### src/rtl/perf_overflow_ctrl_pkg.sv
// Shared constants and types for the HPM counter-overflow (Sscofpmf) controller.
// Pure declarations; no logic and no latency.
// No flow control; consumers sample these values as constants.
package perf_overflow_ctrl_pkg;

  // Privilege encoding as seen on the CSR side of the core.
  typedef enum logic [1:0] {
    PRIV_U = 2'b00,
    PRIV_S = 2'b01,
    PRIV_M = 2'b11
  } priv_lvl_t;

  localparam int unsigned MHPMCounterNum = 6;

  localparam logic [11:0] CSR_SCOUNTOVF   = 12'hDA0;
  localparam logic [11:0] CSR_MHPMEVENT3  = 12'h323;
  localparam logic [11:0] CSR_MHPMEVENT3H = 12'h723;

  localparam int IRQ_LCOFI = 13;

  // Field positions inside a 64-bit mhpmevent register.
  localparam int HPM_EVT_OF_BIT = 63;
  localparam int MINH_BIT       = 62;
  localparam int SINH_BIT       = 61;
  localparam int UINH_BIT       = 60;

  // On RV32 the same fields live in the upper-half CSR, shifted down by 32.
  function automatic int evt_bit(input int pos64, input int xlen);
    return (xlen == 64) ? pos64 : pos64 - 32;
  endfunction

endpackage

### src/rtl/perf_overflow_ctrl.sv
// Sticky per-counter overflow bits, mode-filter inhibits, LCOFI pending and scountovf.
// Reads are combinational from state; writes and overflow effects land one cycle later.
// No backpressure: CSR accesses and counter events are accepted every cycle.
module perf_overflow_ctrl
  import perf_overflow_ctrl_pkg::*;
#(
  parameter int unsigned NumCounters = MHPMCounterNum,
  parameter int unsigned XLEN        = 64
) (
  input  logic                        clk_i,
  input  logic                        rst_ni,
  input  logic                        debug_mode_i,
  input  logic [1:0]                  priv_lvl_i,
  input  logic [11:0]                 addr_i,
  input  logic                        we_i,
  input  logic [XLEN-1:0]             data_i,
  output logic [XLEN-1:0]             data_o,
  output logic                        hit_o,
  input  logic [NumCounters-1:0]      cnt_inc_i,
  input  logic [NumCounters-1:0]      cnt_we_i,
  input  logic [NumCounters-1:0][63:0] cnt_val_i,
  output logic [NumCounters-1:0]      count_en_o,
  input  logic [31:0]                 mcounteren_i,
  input  logic                        lcofie_i,
  input  logic                        lcofip_clr_i,
  output logic                        lcofip_o,
  output logic                        lcofi_irq_o
);

  localparam int OfPos   = evt_bit(HPM_EVT_OF_BIT, XLEN);
  localparam int MinhPos = evt_bit(MINH_BIT, XLEN);
  localparam int SinhPos = evt_bit(SINH_BIT, XLEN);
  localparam int UinhPos = evt_bit(UINH_BIT, XLEN);
  // On RV32 only the upper-half event CSRs carry the owned fields.
  localparam logic [11:0] EvtBase = (XLEN == 64) ? CSR_MHPMEVENT3 : CSR_MHPMEVENT3H;

  logic [NumCounters-1:0] r_of;
  logic [NumCounters-1:0] r_minh;
  logic [NumCounters-1:0] r_sinh;
  logic [NumCounters-1:0] r_uinh;
  logic                   r_lcofip;

  logic [NumCounters-1:0] w_ovf;
  logic [NumCounters-1:0] w_evt_sel;
  logic                   w_is_m;
  logic                   w_is_s;
  logic                   w_is_u;
  logic                   w_new_req;
  logic [XLEN-1:0]        w_rdata;
  logic                   w_hit;
  logic                   w_unused;

  assign w_is_m = (priv_lvl_i == PRIV_M);
  assign w_is_s = (priv_lvl_i == PRIV_S);
  assign w_is_u = (priv_lvl_i == PRIV_U);

  for (genvar j = 0; j < NumCounters; j++) begin : g_cnt
    // A software write to the counter in the same cycle masks the wrap.
    assign w_ovf[j]      = cnt_inc_i[j] & ~cnt_we_i[j] & (&cnt_val_i[j]);
    assign w_evt_sel[j]  = (addr_i == EvtBase + 12'(j));
    assign count_en_o[j] = ~debug_mode_i &
                           ~((w_is_m & r_minh[j]) | (w_is_s & r_sinh[j]) | (w_is_u & r_uinh[j]));
  end

  // Only counters whose OF is still clear raise a fresh interrupt request.
  assign w_new_req = |(w_ovf & ~r_of);

  // Per-counter OF and inhibit state; a hardware overflow beats a software clear of OF.
  always_ff @(posedge clk_i or negedge rst_ni) begin
    if (!rst_ni) begin
      r_of   <= '0;
      r_minh <= '0;
      r_sinh <= '0;
      r_uinh <= '0;
    end else begin
      for (int j = 0; j < NumCounters; j++) begin
        if (we_i && w_evt_sel[j]) begin
          r_of[j]   <= data_i[OfPos] | w_ovf[j];
          r_minh[j] <= data_i[MinhPos];
          r_sinh[j] <= data_i[SinhPos];
          r_uinh[j] <= data_i[UinhPos];
        end else if (w_ovf[j]) begin
          r_of[j] <= 1'b1;
        end
      end
    end
  end

  // LCOFI pending bit; a new request beats a same-cycle clear.
  always_ff @(posedge clk_i or negedge rst_ni) begin
    if (!rst_ni) begin
      r_lcofip <= 1'b0;
    end else begin
      r_lcofip <= w_new_req | (r_lcofip & ~lcofip_clr_i);
    end
  end

  // CSR read mux over the owned addresses; VSINH/VUINH stay zero.
  always_comb begin
    w_rdata = '0;
    w_hit   = 1'b0;
    if (addr_i == CSR_SCOUNTOVF) begin
      w_hit = 1'b1;
      for (int j = 0; j < NumCounters; j++) begin
        w_rdata[j+3] = r_of[j] & (~w_is_s | mcounteren_i[j+3]);
      end
    end
    for (int j = 0; j < NumCounters; j++) begin
      if (w_evt_sel[j]) begin
        w_hit            = 1'b1;
        w_rdata[OfPos]   = r_of[j];
        w_rdata[MinhPos] = r_minh[j];
        w_rdata[SinhPos] = r_sinh[j];
        w_rdata[UinhPos] = r_uinh[j];
      end
    end
  end

  assign data_o      = w_rdata;
  assign hit_o       = w_hit;
  assign lcofip_o    = r_lcofip;
  assign lcofi_irq_o = r_lcofip & lcofie_i;

  // Most write-data and mcounteren bits are not owned here.
  assign w_unused = ^{data_i, mcounteren_i};

endmodule

### config.mk
export PLATFORM = sky130hd
export DESIGN_NAME = perf_overflow_ctrl
export DESIGN_NICKNAME = d
export VERILOG_FILES = /design/src/rtl/perf_overflow_ctrl_pkg.sv /design/src/rtl/perf_overflow_ctrl.sv
export SDC_FILE = /design/constraint.sdc
export NUM_CORES = 1
export LEC_CHECK = 0
export CAP_MARGIN = 20
export CORE_AREA = 8 8 222 224
export DETAILED_ROUTE_END_ITERATION = 8
export DIE_AREA = 0 0 230 232
export SETUP_SLACK_MARGIN = 0.4
export SLEW_MARGIN = 20
export SYNTH_ARGS = -nofsm -noshare
export SYNTH_HDL_FRONTEND = slang
export SYNTH_SLANG_ARGS = --single-unit
### constraint.sdc
create_clock -name clk_i -period 2.3 [get_ports clk_i]
set_input_delay 0.23 -clock clk_i [delete_from_list [all_inputs] [get_ports clk_i]]
set_output_delay 0.23 -clock clk_i [all_outputs]
set_load 0.005 [all_outputs]
==> metrics.txt, run 1 <==
status completed; Cell variety after synth 44; Residual DRC 0; Layout Cells excl Fill 1,444; Worst-path clk slew 70 ps; GPL Wtd Cong 0.923; I/O pin cnt 585; H-tree levels 1; std cell rows 79; drt first pass iters 5; Layout Area Growth over Synthesis 186%; Hold WS 322 ps; type of the most critical hold path in2async; unrepaired setup endpoints after global routing true; Hold Violations, Final 0; fill cell count 5,154; clock tree root driver cell clkbuf_16; core area 45,900 um^2; final design utilization 18.2%; Yosys top cell area share 21.5%; Synth area leader dfrtp_1; vias 4,695; Leak Pwr 0.00327 uW; synthesized area 2910 um^2; Clock Latency Late Sink 260 ps; Worst Path Required 2070 ps; starting DRC count in detailed routing 142; Power Density 209 nW/um^2; FMAX 0.504 GHz; CTS Buf Count 3; setup TNS 0 ps; TritonCTS clock tree done; Final WS setup 316 ps; antenna viol nets, final 0; Ant. Diodes 0; synthesized instance count 364; fin nets 1,350; IO buf count 444; WL final 23,400 um; share of cells above drive strength 1 11.7%; Tmin final 1980 ps; Final period util 86.2%; Clock Tree Buf Depth 2; vias per cell 3.25; Setup WS pre-CTS -661 ps; Critical Path End Type primary output; yosys warns 0; ranking of synthesized cells by area dfrtp_1, nand4_1, buf_4, mux2_2, mux2i_1; initial antenna violation count 0; post-route clock skew 1.09 ps; largest net degree at the start of global routing 26; first-pass GRT wire length 32,700 um; Starting Density 6.34%; WP data arrival 1750 ps; Max Cap Viol 0; largest fanout on the critical path 4; Critical Path Start Type input pin; gr usage total 7.82%; Crit Path Class in2out; Peak VDD IR 277 uV; most frequent cells in the layout clkdlybuf4s50_1, nand4_1, conb_1; Die X 230 um; die height 232 um; syn avg cell area 7.99 um^2; CTS Sinks 25; register bit total from synthesis 25; Wirelength per Cell 16.2 um; die area 53,400 um^2; Final setup viols 0; DP HPWL 21,400 um; Seq/Total Area, Yosys 21.5%; vias in the first global route 5,240; dpl cells 1,438; total grt overflow 0; most common cell after layout, fill and taps aside clkdlybuf4s50_1; Max Slew Vio Count 0
## synthesized netlist by cell type
cell,instances
a31oi_1,3
o21bai_1,2
nand3_1,6
nor2b_1,3
conb_1,1
dfrtp_1,25
inv_1,3
mux2_2,15
a211o_1,2
nor4b_2,1
a211oi_1,6
and2_1,1
o21ai_1,3
o21ai_0,1
nor4_1,16
and3_1,4
buf_4,54
o211a_1,6
or3_1,4
a21oi_1,8
nor3b_1,1
nand4_1,92
nand4b_1,6
nand2b_1,5
mux2_4,3
nor2_1,23
a221o_1,1
clkbuf_1,4
o32a_1,1
nand2_2,1
mux2i_1,10
nor4b_4,1
and4_1,4
and4bb_2,1
buf_2,7
o22ai_1,2
and4b_1,1
nor3_1,11
o41ai_1,1
a22oi_1,2
o22a_1,2
or4_1,3
and2_0,1
nand2_1,17
## per-layer routing
layer  vias to the layer above  global-route usage, %  part of all wire, %
met5                         -                      0                    0
li1                       2298                      -                    -
met1                      2148                   8.96                   40
met4                         0                   1.29                  1.3
met3                        15                   2.14                  7.3
met2                       234                   14.5                   52
## through the flow
step	total power, uW	area (um^2)
global route	1820	8330
CTS	1750	8240
floorplan	607	3110
finish	1740	8330
global placement	1360	8120
detailed placement	1360	8120
## power by group
part           total, uW  internal [uW]  switching [uW]
combinational        894            658             235
sequential           444            441            2.54
clock                406            237             169
total               1740           1340             407
## cells by family after synthesis
family          synth area share (%)
compound gates                  9.98
buf+inv                         16.0
flops                           21.5
mux                             10.8
other cells                    0.129
simple gates                    41.5
## final timing paths
path / start / end / slack [ps] / depth (start not counted)
max: addr_i[6] / data_o[63] / 320 / 7
min: rst_ni / r_minh[0] / 320 / 2
max reg2reg: lcofip_o / lcofip_o / 770 / 5
min reg2reg: r_sinh[2] / r_sinh[2] / 560 / 1
max in group asynchronous: rst_ni / r_uinh[1] / 1720 / 2
min in group clk_i: r_sinh[2] / r_sinh[2] / 560 / 1
## timing repair
action | CTS | global route
buffers inserted | 0 | 2
hold buffers | 0 | 0
setup endpoints to repair | 42 | 20
pin swaps | 25 | 16
gates resized for setup | 118 | 27
## area by class of cell
| class | instances | area [um^2] | share of cell area [%] |
|---|---|---|---|
| Clock inverter | 1 | 7.51 | 0.0901 |
| Multi-Input combinational cell | 324 | 2170 | 26.1 |
| Inverter | 3 | 11.3 | 0.135 |
| Tap cell | 607 | 759 | 9.12 |
| Sequential cell | 25 | 626 | 7.51 |
| Timing Repair Buffer | 481 | 4680 | 56.1 |
| Clock buffer | 3 | 75.1 | 0.901 |
## worst max-delay path, stage by stage
cell	delay, ps
dlygate4sd2_1	260
and4bb_4	370
nand2_4	60
or3_4	380
o22a_1	190
o21ai_2	130
buf_2	140
## registers in the layout, summed over array words and instances (netlist names)
signal and cells:
r_minh 6, r_of 6, r_sinh 6, r_uinh 6, lcofip_o 1
Note: power is estimated with default switching activity, not from simulation.
==> inputs of run 2 (changes only) <==
Settings changed: CORE_AREA 8 8 222 224 to 8 8 221 223, DIE_AREA 0 0 230 232 to 0 0 229 231.
Clock period 2.3 ns to 2 ns, I/O delays scaled along.
==> run 2 against run 1 <==
  * Power rose by 8.4%
  * Wire length up 5.8%
  * Final area decreased by 2.3%
  * Non-clock buffer count is 4 higher
  * Clock power grew 7.4%
  * Sequential share of layout area up 0.18 points
  * Sequential power up 15%
  * Count of clock-buffer cells in the layout up 1
==> metrics.txt, run 2 (same netlist as run 1, synthesis figures left out) <==
Hold Violations, Final 0; Leak Pwr 0.00338 uW; Final period util 87.8%; r2r worst-path depth 4; largest fanout on the critical path 3; GPL Wtd Cong 0.890; starting DRC count in detailed routing 209; WP data arrival 1560 ps; Tmin final 1760 ps; worst r2r dst lcofip_o; final design utilization 18.1%; largest net degree at the start of global routing 26; Seq pwr share 27.0%; Die X 229 um; antenna viol nets, final 0; vias 4,739; CTS Sinks 25; initial antenna violation count 6; Layout Area Growth over Synthesis 180%; Worst-path clk slew 60 ps; FMAX 0.570 GHz; Starting Density 6.45%; vias in the first global route 5,206; Max Cap Viol 0; die area 52,900 um^2; Crit Path Class in2out; Setup WS pre-CTS -602 ps; CTS Buf Count 3; share of cells above drive strength 1 19.5%; Power Density 232 nW/um^2; type of the most critical hold path in2async; WL final 24,700 um; Final setup viols 0; clock power share 23.1%; I/O pin cnt 585; Net Sw Power 452 uW; std cell rows 78; gr usage total 8.53%; H-tree levels 1; Clock Tree Buf Depth 2; IO buf count 444; clock tree root driver cell clkbuf_16; part of the power in combinational logic 49.9%; Residual DRC 0; Worst Path Required 1800 ps; most common cell after layout, fill and taps aside clkdlybuf4s50_1; post-route clock skew 2.18 ps; first-pass GRT wire length 34,900 um; internal power 1440 uW; FF-to-FF Start r_of[5]; fin nets 1,354; Worst R2R Setup Slack 500 ps; sw frac 23.9%; most frequent cells in the layout clkdlybuf4s50_1, dlygate4sd2_1, nand4_1; drt first pass iters 4; status completed; die height 231 um; DP HPWL 22,600 um; vias per cell 3.28; Critical Path Start Type input pin; Wirelength per Cell 17.1 um; Clock Latency Late Sink 250 ps; Peak VDD IR 229 uV; Critical Path End Type primary output; Final WS setup 244 ps; TritonCTS clock tree done; core area 45,100 um^2; Max Slew Vio Count 0; total grt overflow 0; unrepaired setup endpoints after global routing true
## run 2: cell count changes in the layout (fill, tap and decap cells not counted), sizes merged
cell,change
clkdlybuf4s50,-150
diode,+3
clkbuf,+8
dlymetal6s2s,-10
clkinvlp,-1
clkdlybuf4s15,+17
buf,+36
dlygate4sd2,+104
## run 2: worst max-delay path by stage
stage,from,to,slack (ps),cells after the start
after CTS,addr_i[10],data_o[60],250,7
after global routing,addr_i[11],data_o[62],160,7
after global placement,addr_i[7],data_o[62],-600,7
after floorplan,addr_i[7],r_minh[0],450,5
final,addr_i[11],data_o[62],240,7
after detailed placement,addr_i[7],data_o[60],-600,7
## run 2: metal layers
metal | part of all wire (%) | vias to the layer above | track usage, %
met3 | 9.2 | 22 | 2.47
li1 | - | 2303 | -
met2 | 52 | 238 | 15.6
met1 | 38 | 2174 | 10.1
met5 | 0.053 | - | 0
met4 | 0.89 | 2 | 0.956
## run 2: critical path: stages
cell,delay (ps)
buf_8,100
nor4b_4,330
nand2_2,100
or3_4,350
o22a_1,200
o21ai_2,130
buf_2,130
## run 2: timing repair
item                                   CTS  global route
setup endpoints to repair               43            38
hold buffers                             0             0
setup buffers                            3             3
pin swaps                               96            12
endpoints found under the hold margin    0             0
gates resized for setup                395            37
## run 2: per-stage QoR
stage	hold WS [ps]	cells	power (uW)	TNS (ps)	instance area (um^2)
2_1_floorplan	-95.6	417	698	0	3110
3_3_place_gp	501	1431	1570	-10530	8120
3_5_place_dp	506	1431	1580	-11410	8120
4_1_cts	326	1438	1890	0	8080
5_1_grt	341	1442	1990	0	8130
6_report	306	1444	1890	0	8140
## run 2: power by group through the flow
| stage | combinational (uW) | sequential [uW] | clock, uW |
|---|---|---|---|
| 6_report | 943 | 511 | 436 |
| 5_1_grt | 1010 | 511 | 466 |
| 4_1_cts | 932 | 511 | 445 |
| 3_5_place_dp | 1060 | 520 | 0 |
| 3_3_place_gp | 1050 | 520 | 0 |
| 2_1_floorplan | 179 | 519 | 0 |
## run 2: cell type report
type                    instances  area (um^2)
fillers                      5088        36900
repair buffers                485         4410
multi-input cells             324         2260
well taps                     600          751
flip-flops and latches         25          626
clock buffers                   4         78.8
inverters                       3         11.3
diodes                          3         7.51
